**src/rtl/dm_pkg.sv**
```systemverilog
// ---------------------------------------------------------------------------
// dm_pkg - shared definitions for the data-memory controller.
//   * load / store operation codes driven by the pipeline's M stage
//   * FSM state encoding
//   * default bus-timeout length
//   * helpers that map an access code to its size and its byte-lane mask
// ---------------------------------------------------------------------------
package dm_pkg;

    localparam logic [2:0] LD_LB  = 3'b010;
    localparam logic [2:0] LD_LBU = 3'b011;
    localparam logic [2:0] LD_LH  = 3'b100;
    localparam logic [2:0] LD_LHU = 3'b101;
    localparam logic [2:0] LD_LW  = 3'b110;

    localparam logic [1:0] ST_NONE = 2'b00;
    localparam logic [1:0] ST_SB   = 2'b01;
    localparam logic [1:0] ST_SH   = 2'b10;
    localparam logic [1:0] ST_SW   = 2'b11;

    localparam int TIMEOUT_DEFAULT = 15;

    typedef enum logic [1:0] {
        S_IDLE = 2'd0,
        S_REQ  = 2'd1,
        S_DONE = 2'd2
    } state_t;

    typedef enum logic [1:0] {
        SZ_BYTE = 2'd0,
        SZ_HALF = 2'd1,
        SZ_WORD = 2'd2
    } size_t;

    function automatic size_t ld_size(logic [2:0] code);
        case (code)
            LD_LB, LD_LBU: return SZ_BYTE;
            LD_LH, LD_LHU: return SZ_HALF;
            default:       return SZ_WORD;
        endcase
    endfunction

    function automatic size_t st_size(logic [1:0] code);
        case (code)
            ST_SB:   return SZ_BYTE;
            ST_SH:   return SZ_HALF;
            default: return SZ_WORD;
        endcase
    endfunction

    // Byte-lane mask of an aligned access of the given size at byte offset off.
    function automatic logic [3:0] byte_en(size_t sz, logic [1:0] off);
        case (sz)
            SZ_BYTE: return 4'b0001 << off;
            SZ_HALF: return off[1] ? 4'b1100 : 4'b0011;
            default: return 4'b1111;
        endcase
    endfunction

endpackage

```
**src/rtl/dm_ctrl_if.sv**
```systemverilog
// ---------------------------------------------------------------------------
// dm_ctrl_if - word-wide memory request bus between dm_ctrl and the memory.
//   mem_req/mem_we/mem_addr/mem_be/mem_wdata : controller -> memory
//   mem_ready/mem_rdata                      : memory -> controller
//                                              (rdata valid with mem_ready)
// ---------------------------------------------------------------------------
interface dm_ctrl_if;
    logic        mem_req;
    logic        mem_we;
    logic [31:0] mem_addr;
    logic [3:0]  mem_be;
    logic [31:0] mem_wdata;
    logic        mem_ready;
    logic [31:0] mem_rdata;

    modport master (
        output mem_req, mem_we, mem_addr, mem_be, mem_wdata,
        input  mem_ready, mem_rdata
    );

    modport slave (
        input  mem_req, mem_we, mem_addr, mem_be, mem_wdata,
        output mem_ready, mem_rdata
    );
endinterface

```
**src/rtl/load_ext.sv**
```systemverilog
// ---------------------------------------------------------------------------
// load_ext - selects the addressed byte/half of a raw memory word and sign-
// or zero-extends it according to the load code.
//   word_i : raw 32-bit read word
//   off_i  : byte offset Addr[1:0] of the load
//   code_i : load code (lb/lbu/lh/lhu/lw)
//   data_o : extended 32-bit result
// ---------------------------------------------------------------------------
module load_ext
    import dm_pkg::*;
(
    input  logic [31:0] word_i,
    input  logic [1:0]  off_i,
    input  logic [2:0]  code_i,
    output logic [31:0] data_o
);

    logic [7:0]  byte_sel;
    logic [15:0] half_sel;

    always_comb begin
        byte_sel = word_i[{off_i, 3'b000} +: 8];
        half_sel = off_i[1] ? word_i[31:16] : word_i[15:0];
        case (code_i)
            LD_LB:   data_o = {{24{byte_sel[7]}}, byte_sel};
            LD_LBU:  data_o = {24'd0, byte_sel};
            LD_LH:   data_o = {{16{half_sel[15]}}, half_sel};
            LD_LHU:  data_o = {16'd0, half_sel};
            default: data_o = word_i;
        endcase
    end

endmodule

```
**src/rtl/dm_ctrl.sv**
```systemverilog
// ---------------------------------------------------------------------------
// dm_ctrl - data-memory access controller for the pipeline M stage.
// Decodes a load/store in IDLE, flags misalignment immediately, otherwise
// latches the request, holds it on the bus in REQ until mem_ready (or a
// timeout), then reports the result for one cycle in DONE.
//   clk, reset              : clock, synchronous active-high reset
//   MemRead_M / MemWrite_M  : load / store codes (store wins if both set)
//   Addr_M / WData_M        : byte address and store data
//   Stall                   : holds the pipeline while an access is pending
//   RData / RValid          : extended load result and its one-cycle strobe
//   AdEL / AdES / BusErr    : misaligned load / store, bus timeout pulses
//   mem                     : memory request bus (master side)
// ---------------------------------------------------------------------------
module dm_ctrl
    import dm_pkg::*;
#(
    parameter int TIMEOUT = TIMEOUT_DEFAULT
) (
    input  logic        clk,
    input  logic        reset,
    input  logic [2:0]  MemRead_M,
    input  logic [1:0]  MemWrite_M,
    input  logic [31:0] Addr_M,
    input  logic [31:0] WData_M,
    output logic        Stall,
    output logic [31:0] RData,
    output logic        RValid,
    output logic        AdEL,
    output logic        AdES,
    output logic        BusErr,
    dm_ctrl_if.master   mem
);

    state_t      state_q;
    logic [31:0] addr_q;
    logic [31:0] wdata_q;
    logic [31:0] rdata_q;
    logic [3:0]  be_q;
    logic [3:0]  cnt_q;
    logic        we_q;
    logic        buserr_q;
    logic [2:0]  lcode_q;
    logic [1:0]  off_q;

    logic        st_valid;
    logic        ld_valid;
    logic        misaligned;
    logic        issue;
    size_t       op_size;
    logic [31:0] wdata_rep;
    logic [31:0] ext_word;

    always_comb begin
        st_valid   = (MemWrite_M != ST_NONE);
        ld_valid   = !st_valid && (MemRead_M >= LD_LB) && (MemRead_M <= LD_LW);
        op_size    = st_valid ? st_size(MemWrite_M) : ld_size(MemRead_M);
        misaligned = ((op_size == SZ_HALF) && Addr_M[0]) ||
                     ((op_size == SZ_WORD) && (Addr_M[1:0] != 2'b00));
        issue      = (state_q == S_IDLE) && (st_valid || ld_valid) && !misaligned;
    end

    // Replicate the store datum across every lane so the byte enables alone
    // pick the target bytes in memory.
    for (genvar gi = 0; gi < 4; gi++) begin : g_lane
        assign wdata_rep[gi*8 +: 8] = (op_size == SZ_BYTE) ? WData_M[7:0] :
                                      (op_size == SZ_HALF) ? WData_M[(gi%2)*8 +: 8] :
                                                             WData_M[gi*8 +: 8];
    end

    // Extension works on the live bus word so the register holds the final
    // result; that keeps RData stable after DONE with no extra capture stage.
    load_ext u_load_ext (
        .word_i (mem.mem_rdata),
        .off_i  (off_q),
        .code_i (lcode_q),
        .data_o (ext_word)
    );

    always_ff @(posedge clk) begin
        if (reset) begin
            state_q  <= S_IDLE;
            addr_q   <= '0;
            wdata_q  <= '0;
            rdata_q  <= '0;
            be_q     <= '0;
            cnt_q    <= '0;
            we_q     <= 1'b0;
            buserr_q <= 1'b0;
            lcode_q  <= '0;
            off_q    <= '0;
        end else begin
            case (state_q)
                S_IDLE: begin
                    if (issue) begin
                        addr_q   <= {Addr_M[31:2], 2'b00};
                        be_q     <= byte_en(op_size, Addr_M[1:0]);
                        wdata_q  <= st_valid ? wdata_rep : 32'd0;
                        we_q     <= st_valid;
                        lcode_q  <= st_valid ? 3'd0 : MemRead_M;
                        off_q    <= Addr_M[1:0];
                        cnt_q    <= '0;
                        buserr_q <= 1'b0;
                        state_q  <= S_REQ;
                    end
                end
                S_REQ: begin
                    // A ready in the cycle that would time out still completes.
                    if (mem.mem_ready) begin
                        if (!we_q) begin
                            rdata_q <= ext_word;
                        end
                        state_q <= S_DONE;
                    end else if (cnt_q == 4'(TIMEOUT - 1)) begin
                        buserr_q <= 1'b1;
                        state_q  <= S_DONE;
                    end else begin
                        cnt_q <= cnt_q + 4'd1;
                    end
                end
                S_DONE: begin
                    state_q <= S_IDLE;
                end
                default: begin
                    state_q <= S_IDLE;
                end
            endcase
        end
    end

    // Every output is forced low while reset is held, including the
    // combinational decode results.
    assign Stall         = !reset && (issue || (state_q == S_REQ));
    assign AdEL          = !reset && (state_q == S_IDLE) && ld_valid && misaligned;
    assign AdES          = !reset && (state_q == S_IDLE) && st_valid && misaligned;
    assign RValid        = !reset && (state_q == S_DONE) && !we_q && !buserr_q;
    assign BusErr        = !reset && (state_q == S_DONE) && buserr_q;
    assign RData         = reset ? 32'd0 : rdata_q;
    assign mem.mem_req   = !reset && (state_q == S_REQ);
    assign mem.mem_we    = !reset && (state_q == S_REQ) && we_q;
    assign mem.mem_addr  = reset ? 32'd0 : addr_q;
    assign mem.mem_be    = reset ? 4'd0  : be_q;
    assign mem.mem_wdata = reset ? 32'd0 : wdata_q;

endmodule

```
**src/flat_wrapper.sv**
```systemverilog
// flat-port wrapper written by rule: the top's interface ports become plain ports
module dm_ctrl_flat import dm_pkg::*;
#(
    parameter int TIMEOUT = TIMEOUT_DEFAULT
)
  (clk, reset, MemRead_M, MemWrite_M, Addr_M, WData_M, Stall, RData, RValid, AdEL, AdES, BusErr, mem_mem_req, mem_mem_we, mem_mem_addr, mem_mem_be, mem_mem_wdata, mem_mem_ready, mem_mem_rdata);
  dm_ctrl_if mem_i ();
  input  logic clk;
  input  logic reset;
  input  logic [2:0] MemRead_M;
  input  logic [1:0] MemWrite_M;
  input  logic [31:0] Addr_M;
  input  logic [31:0] WData_M;
  output logic Stall;
  output logic [31:0] RData;
  output logic RValid;
  output logic AdEL;
  output logic AdES;
  output logic BusErr;
  output wire logic [$bits(mem_i.mem_req)-1:0] mem_mem_req;
  output wire logic [$bits(mem_i.mem_we)-1:0] mem_mem_we;
  output wire logic [$bits(mem_i.mem_addr)-1:0] mem_mem_addr;
  output wire logic [$bits(mem_i.mem_be)-1:0] mem_mem_be;
  output wire logic [$bits(mem_i.mem_wdata)-1:0] mem_mem_wdata;
  input wire logic [$bits(mem_i.mem_ready)-1:0] mem_mem_ready;
  input wire logic [$bits(mem_i.mem_rdata)-1:0] mem_mem_rdata;
  assign mem_mem_req = mem_i.mem_req;
  assign mem_mem_we = mem_i.mem_we;
  assign mem_mem_addr = mem_i.mem_addr;
  assign mem_mem_be = mem_i.mem_be;
  assign mem_mem_wdata = mem_i.mem_wdata;
  assign mem_i.mem_ready = mem_mem_ready;
  assign mem_i.mem_rdata = mem_mem_rdata;
  dm_ctrl #(.TIMEOUT(TIMEOUT)) u_core (.clk(clk), .reset(reset), .MemRead_M(MemRead_M), .MemWrite_M(MemWrite_M), .Addr_M(Addr_M), .WData_M(WData_M), .Stall(Stall), .RData(RData), .RValid(RValid), .AdEL(AdEL), .AdES(AdES), .BusErr(BusErr), .mem(mem_i));
endmodule
```
**config.mk**
```make
export PLATFORM = sky130hd
export DESIGN_NAME = dm_ctrl_flat
export DESIGN_NICKNAME = d
export VERILOG_FILES = /design/src/rtl/dm_pkg.sv /design/src/rtl/dm_ctrl_if.sv /design/src/rtl/load_ext.sv /design/src/rtl/dm_ctrl.sv /design/src/flat_wrapper.sv
export SDC_FILE = /design/constraint.sdc
export NUM_CORES = 1
export LEC_CHECK = 0
export ABC_AREA = 1
export BUFFER_PORTS_ARGS = -buffer_cell sky130_fd_sc_hd__buf_2
export CAP_MARGIN = 40
export CORE_MARGIN = 4
export CORE_UTILIZATION = 30
export DETAILED_ROUTE_END_ITERATION = 6
export SLEW_MARGIN = 20
export SYNTH_ARGS = -nofsm -noshare
export SYNTH_HDL_FRONTEND = slang
export SYNTH_SLANG_ARGS = --single-unit
export TNS_END_PERCENT = 10
```
**constraint.sdc**
```tcl
create_clock -name clk -period 3.35 [get_ports clk]
set_clock_uncertainty 0.15 [all_clocks]
set_input_delay 0.8375 -clock clk [delete_from_list [all_inputs] [get_ports clk]]
set_output_delay 0.8375 -clock clk [all_outputs]
set_load 0.005 [all_outputs]
```
== Word level (Yosys, flattened, before mapping) ==
Cells that the tools add are included.

* Add/subtract/negate cells: 1
* $mul: 0
* Div/mod/pow operators: 0
* Order comparisons: 2
* Eq/ne operators: 20
* Shift-type cells: 2
* Multiplexer cells: 30
* Bitwise operators: 1
* Reductions and logical operators: 38

{| class="wikitable"
|+ Operators with widths
! cell !! number
|-
| 32-bit 2-to-1 mux || 4
|-
| 32-bit case mux with 4 select lines || 1
|-
| 8-bit 2-to-1 mux || 5
|-
| 32-bit by 6-bit variable part select with 8-bit output || 1
|-
| 4-bit 2-to-1 mux || 5
|-
| 1-bit logical AND || 18
|-
| 16-bit 2-to-1 mux || 1
|-
| 4-bit case mux with 2 select lines || 2
|-
| 3-bit by 2-bit equality test with 1-bit output (second input constant) || 4
|-
| 3-bit equality test (second input constant) || 4
|-
| 2-bit case mux with 2 select lines || 3
|-
| 2-bit 2-to-1 mux || 4
|-
| 4-bit AND reduction || 2
|-
| 2-bit by 1-bit equality test with 1-bit output (second input constant) || 3
|-
| 2-bit equality test (second input constant) || 3
|-
| 2-bit nonzero test || 3
|-
| 1-bit zero test || 5
|-
| 4-bit by 1-bit adder with 4-bit output (second input constant) || 1
|-
| 4-bit equality test (second input constant) || 1
|-
| 2-bit zero test || 2
|-
| 2-bit by 1-bit != test with 1-bit output (second input constant) || 2
|-
| 2-bit != test (second input constant) || 2
|-
| 2-bit AND reduction || 2
|-
| 2-bit OR reduction || 2
|-
| other kinds (10) || 14
|}

* Register bits after elaboration: 111
* Bits in latches: 0
* Memory bits (writable): 0
* Bits in read-only memories: 0
* Input bits: 104
* Output and inout port bits: 107
* Word-level logic and storage cells: 104
* Memories kept: 0

== Longest topological paths before layout ==
* Depth after elaboration: 11
* Gate-level depth with buffers: 12
* Gate-level depth less buffers: 11

== Modules after synthesis ==
A second synthesis with hierarchy kept.

* Cells, all modules: 905
* Area, all modules: 5808.1 µm²

{| class="wikitable"
|+ By module, submodules not included
! module !! instances !! cells an instance !! area each (µm²) !! seq. area each (µm²)
|-
| dm_ctrl || 1 || 747 || 5058.6 || 2222.1
|-
| load_ext || 1 || 158 || 749.5 || 0.0
|}

== Worst setup path before layout ==
No wires, ideal clock.

* Path type: input to output
* Start: input port MemWrite_M[0]
* End: output port Stall
* Arrival: 2155 ps
* Required time: 2362 ps
* Setup slack: 208 ps
* Cell stages on the path: 12
* Buffers on the path: 2
* Path through: inv_1 ha_1 inv_2 nand2_1 nand2_1 nand3_1 nand2_2 nor2_4 nand2_4 buf_6 buf_6 nand2_1

* Word-level cells in the longest chain between the ends: 10
* Elaborated cells between the ends (all ways): 19
* Those cells by class: eq/ne (4); mux (2); reduce/logical (13)

{| class="wikitable"
|+ Ends and longest elaborated chain
! what !! RTL line !! RTL
|-
| start: declaration || flat_wrapper.sv:11 || <nowiki>input logic [1:0] MemWrite_M;</nowiki>
|-
| 2-bit equality test or 2-bit by 1-bit equality test with 1-bit output (tied branches) || dm_pkg.sv:44 || <nowiki>case (code)</nowiki>
|-
| 2-bit case mux with 2 select lines || dm_pkg.sv:44 ||
|-
| 2-bit 2-to-1 mux || dm_ctrl.sv:56 || <nowiki>op_size = st_valid ? st_size(MemWrite_M) : ld_size(MemRead_M);</nowiki>
|-
| 2-bit by 1-bit equality test with 1-bit output or 2-bit equality test (tied branches) || dm_ctrl.sv:57, dm_ctrl.sv:58 ||
|-
| 1-bit logical AND, on equally long branches || dm_ctrl.sv:57, dm_ctrl.sv:58 ||
|-
| 1-bit logical OR || dm_ctrl.sv:57 || <nowiki>misaligned = ((op_size == SZ_HALF) && Addr_M[0]) ||</nowiki>
|-
| 1-bit zero test || dm_ctrl.sv:59 || <nowiki>issue = (state_q == S_IDLE) && (st_valid || ld_valid) && !misaligned;</nowiki>
|-
| 1-bit logical AND (*) || dm_ctrl.sv:59 ||
|-
| 1-bit logical OR (*) || dm_ctrl.sv:132 || <nowiki>assign Stall = !reset && (issue || (state_q == S_REQ));</nowiki>
|-
| 1-bit logical AND (*) || dm_ctrl.sv:132 ||
|-
| end: declaration || flat_wrapper.sv:14 || <nowiki>output logic Stall;</nowiki>
|}

Every way passes the cells marked *; elsewhere a longest branch is shown, timed or not.

== Worst setup path in the final report ==
* Start: input port MemRead_M[1]
* End: output port AdEL

* Word-level cells in the longest chain between the ends: 8
* Elaborated cells between the ends (all ways): 19
* Those cells by class: order compare (2); eq/ne (6); mux (2); reduce/logical (9)

{| class="wikitable"
|+ Ends and longest elaborated chain
! what !! RTL line !! RTL
|-
| start: declaration || flat_wrapper.sv:10 || <nowiki>input logic [2:0] MemRead_M;</nowiki>
|-
| 3-bit equality test or 3-bit by 2-bit equality test with 1-bit output (tied branches) || dm_pkg.sv:36 || <nowiki>case (code)</nowiki>
|-
| 2-bit OR reduction || dm_pkg.sv:36 ||
|-
| 2-bit case mux with 2 select lines || dm_pkg.sv:36 ||
|-
| 2-bit 2-to-1 mux || dm_ctrl.sv:56 ||
|-
| 2-bit by 1-bit equality test with 1-bit output or 2-bit equality test (tied branches) || dm_ctrl.sv:57, dm_ctrl.sv:58 ||
|-
| 1-bit logical AND, on equally long branches || dm_ctrl.sv:57, dm_ctrl.sv:58 ||
|-
| 1-bit logical OR || dm_ctrl.sv:57 ||
|-
| 1-bit logical AND (*) || dm_ctrl.sv:133 || <nowiki>assign AdEL = !reset && (state_q == S_IDLE) && ld_valid && misaligned;</nowiki>
|-
| end: declaration || flat_wrapper.sv:17 || <nowiki>output logic AdEL;</nowiki>
|}

Marks and branches as above.

==> impl_metrics.json <==
{
  "run_status": "completed",
  "start_util": 0.3086,
  "post_cts_resize_count": 0,
  "critical-path-slowest-cell": "sky130_fd_sc_hd__ha_1",
  "cts_setup_buffers": 0,
  "worstSkewPairLatency_ns": 0.35,
  "cellPowerDensity_mw_per_mm2": 468.5,
  "drc_viols": 0,
  "finalWirelength_mm": 18.59,
  "grt_overflow_total": 0,
  "post_route_cells_drive_above_1_share": 0.2330,
  "pin_count": 211,
  "setup.worst_path.start_class": "input port",
  "placement.setup.worst_slack_ns": 0.09096,
  "crit_path_max_fanout": 4,
  "async_flop_share": 0,
  "clk_transition_reported_paths_ns": 0.08,
  "hold_buffers": 0,
  "rows": 50,
  "grt_setup_unrepaired": "no",
  "setup_slack_ns": 0.2290,
  "clock_sinks": 111,
  "setup_viol_count_final": 0,
  "min_period_over_period": 0.9316,
  "yosys_warnings": 0,
  "synth-seq-cells": 111,
  "postSynthAreaPerCell_um2": 6.210,
  "synth_cell_types": 32,
  "cts.root.buffer_cell": "sky130_fd_sc_hd__clkbuf_16",
  "n_fill_cell": 2098,
  "synth.cell_area_mm2": 0.005849,
  "ir_worst_vdd_mv": 0.3340,
  "grt_first_pass_wirelength_mm": 29.98,
  "htree_num_levels": 3,
  "first_global_vias": 5892,
  "finalHoldViolations": 0,
  "layout.nets": 1240,
  "routed-via-count": 6269,
  "yosys.area.top_type_share": 0.3799,
  "grt_use_total": 0.1682,
  "antenna_cells_inserted": 0,
  "synthDominantAreaCellType": "sky130_fd_sc_hd__dfxtp_1",
  "worst_path_dominant_cell_family": "buffers and inverters",
  "critPathMaxStageDelay_ns": 0.30,
  "final-max-slew-violation-count": 0,
  "fp.dieArea_mm2": 0.02180,
  "area_contributors_post_synth": "sky130_fd_sc_hd__dfxtp_1, sky130_fd_sc_hd__nand2_1, sky130_fd_sc_hd__inv_1, sky130_fd_sc_hd__o21ai_0, sky130_fd_sc_hd__nor2_1",
  "crit_path_frequent_cell": "sky130_fd_sc_hd__inv_1",
  "tritoncts.num_buffers": 9,
  "routed_wire_length_per_instance_um": 13.35,
  "fin_setup_tns_ns": 0,
  "critPathBufInv": 5,
  "vias_per_cell": 4.500,
  "detailedRoute.firstIterationViolations": 306,
  "worst_slew_margin_rel": 0.4738,
  "power_leakage_nw": 4.032,
  "io_buffers": 208,
  "fmaxAchievable_ghz": 0.3204,
  "post-route-min-period_ns": 3.121,
  "grt_max_degree": 94,
  "post-dp-hpwl_mm": 13.47,
  "drt-pass1-iter-count": 5,
  "timing.critical_path.to_type": "primary output",
  "cts_tree": "done",
  "die_h_um": 147.6,
  "worst_ep_required_time_ns": 2.36,
  "antenna_violations_before_repair": 0,
  "worst-slew-pin-transition_ns": 0.7864,
  "path_class": "input port to primary output",
  "worst-endpoint-arrival_ns": 2.13,
  "synthesis.instances": 942,
  "worstPathCellList": "buf_2 -> inv_1 -> ha_1 -> inv_1 -> nand2_1 -> o21ai_2 -> nand3_2 -> nand2_2 -> inv_1 -> nor3_1 -> buf_2",
  "max_cap_violations": 0,
  "syn2layout_area_growth_pct": 27.14,
  "synth_edf_count": 0,
  "core_area_mm2": 0.01896,
  "synth-main-ff-cell": "sky130_fd_sc_hd__dfxtp_1",
  "seq_area_frac_synth": 0.3799,
  "hp-class": "register to register",
  "die_width_um": 147.6,
  "cts_max_path_buffers": 2,
  "postRouteAntennaNets": 0,
  "routabilityCongestion": 0.8653
}
==> tightest hold or removal path: cells and delay by family (launching register included) <==
family / cells / cell delay [ns]
flip-flops: 1 / 0.32
AND/OR/NAND/NOR: 1 / 0.06
AO/OA/AOI/OAI: 1 / 0.05
==> sequential cells by signal, summed over array words and instances, names as in the netlist, 2 cells and up <==
register,count
u_core.rdata_q,32
u_core.wdata_q,32
u_core.addr_q,30
u_core.be_q,4
u_core.cnt_q,4
u_core.lcode_q,3
u_core.off_q,2
u_core.state_q,2
==> area by class of cell <==
type / instances / area [um2] / share of cell area
clock buffers: 9 / 225.2 / 0.03028
clock inverters: 7 / 67.56 / 0.009085
inverters: 159 / 596.8 / 0.08025
multi-input cells: 623 / 2814 / 0.3784
flip-flops and latches: 111 / 2222 / 0.2988
well taps: 260 / 325.3 / 0.04374
repair buffers: 224 / 1186 / 0.1595
==> cells in the final DEF (no fill, tap or decap), types with 3 or more instances in the layout <==
| master | netlist | routed |
|---|---|---|
| sky130_fd_sc_hd__buf_4 | 2 | 14 |
| sky130_fd_sc_hd__dfxtp_1 | 111 | 111 |
| sky130_fd_sc_hd__o21ai_0 | 101 | 101 |
| sky130_fd_sc_hd__clkinvlp_4 | 0 | 3 |
| sky130_fd_sc_hd__nand3_1 | 30 | 30 |
| sky130_fd_sc_hd__a31oi_1 | 5 | 5 |
| sky130_fd_sc_hd__o21ai_1 | 5 | 4 |
| sky130_fd_sc_hd__inv_1 | 156 | 156 |
| sky130_fd_sc_hd__clkbuf_16 | 0 | 9 |
| sky130_fd_sc_hd__nor2_1 | 120 | 120 |
| sky130_fd_sc_hd__nand2_1 | 266 | 266 |
| sky130_fd_sc_hd__o211ai_1 | 5 | 5 |
| sky130_fd_sc_hd__nand2_2 | 4 | 4 |
| sky130_fd_sc_hd__buf_2 | 11 | 208 |
| sky130_fd_sc_hd__ha_1 | 8 | 7 |
| sky130_fd_sc_hd__nor3_1 | 5 | 4 |
| sky130_fd_sc_hd__a21oi_2 | 10 | 10 |
| sky130_fd_sc_hd__a21oi_1 | 47 | 47 |
| sky130_fd_sc_hd__a211oi_1 | 4 | 4 |
==> final timing paths <==
kind / start / end / slack, ns / depth (start not counted)
worst max register to register: u_core.state_q[1] / u_core.rdata_q[8] / 1.24 / 8
worst min register to register: u_core.be_q[3] / u_core.be_q[3] / 0.32 / 2
worst max-delay path: MemRead_M[1] / AdEL / 0.23 / 11
worst min-delay path: u_core.be_q[3] / u_core.be_q[3] / 0.32 / 2
==> per-stage QoR <==
| stage | hold slack (ns) | instance area [um2] | instances | util | power, mW |
|---|---|---|---|---|---|
| 4_1_cts | 0.3239 | 7426 | 1393 | 0.3917 | 3.538 |
| 3_3_place_gp | 0.3011 | 7133 | 1377 | 0.3763 | 2.434 |
| 6_report | 0.3185 | 7437 | 1393 | 0.3923 | 3.484 |
| 3_5_place_dp | 0.3103 | 7133 | 1377 | 0.3763 | 2.442 |
| 2_1_floorplan | 0.2864 | 5853 | 943 | - | 2.113 |
| 5_1_grt | 0.3425 | 7437 | 1393 | 0.3923 | 3.719 |
==> synthesized netlist by cell type, types with 3 or more instances <==
cell                       number
sky130_fd_sc_hd__a31oi_1        5
sky130_fd_sc_hd__a21oi_1       47
sky130_fd_sc_hd__buf_2         11
sky130_fd_sc_hd__a211oi_1       4
sky130_fd_sc_hd__buf_6          3
sky130_fd_sc_hd__nor2_1       120
sky130_fd_sc_hd__o21ai_1        5
sky130_fd_sc_hd__dfxtp_1      111
sky130_fd_sc_hd__o211ai_1       5
sky130_fd_sc_hd__nand2_1      266
sky130_fd_sc_hd__nand2_2        4
sky130_fd_sc_hd__nor3_1         5
sky130_fd_sc_hd__a21oi_2       10
sky130_fd_sc_hd__ha_1           8
sky130_fd_sc_hd__inv_1        156
sky130_fd_sc_hd__nand3_1       30
sky130_fd_sc_hd__o21ai_0      101
sky130_fd_sc_hd__clkbuf_1      32
==> cells by family (layout without fill, tap and decap cells) <==
| family | count (synthesis) | in the layout | synth area share |
|---|---|---|---|
| adder cells (fa/ha/maj) | 8 | 8 | 0.01711 |
| AO/OA/AOI/OAI | 179 | 179 | 0.1651 |
| XOR/XNOR | 2 | 2 | 0.002995 |
| flip-flops | 111 | 111 | 0.3799 |
| buffers and inverters | 209 | 399 | 0.1416 |
| other | 1 | 2 | 0.0006411 |
| AND/OR/NAND/NOR | 432 | 432 | 0.2926 |
==> metal layers <==
metal	global-route usage	share of wire	up-vias	wire, um
met2	0.2810	0.46	232	8498
met3	0.04139	0.091	15	1688
li1	-	-	3248	-
met5	0	0	-	0
met1	0.2152	0.44	2774	8116
met4	0.05033	0.016	0	291
==> power breakdown <==
| group | leakage [nW] | internal, mW | switching, mW | total, mW |
|---|---|---|---|---|
| Combinational | 2.99 | 0.318 | 0.551 | 0.869 |
| Sequential | 0.912 | 1.49 | 0.0496 | 1.54 |
| Clock | 0.133 | 0.523 | 0.557 | 1.08 |
| Total | 4.03 | 2.33 | 1.16 | 3.48 |
Power figures use the tool's default switching activity.
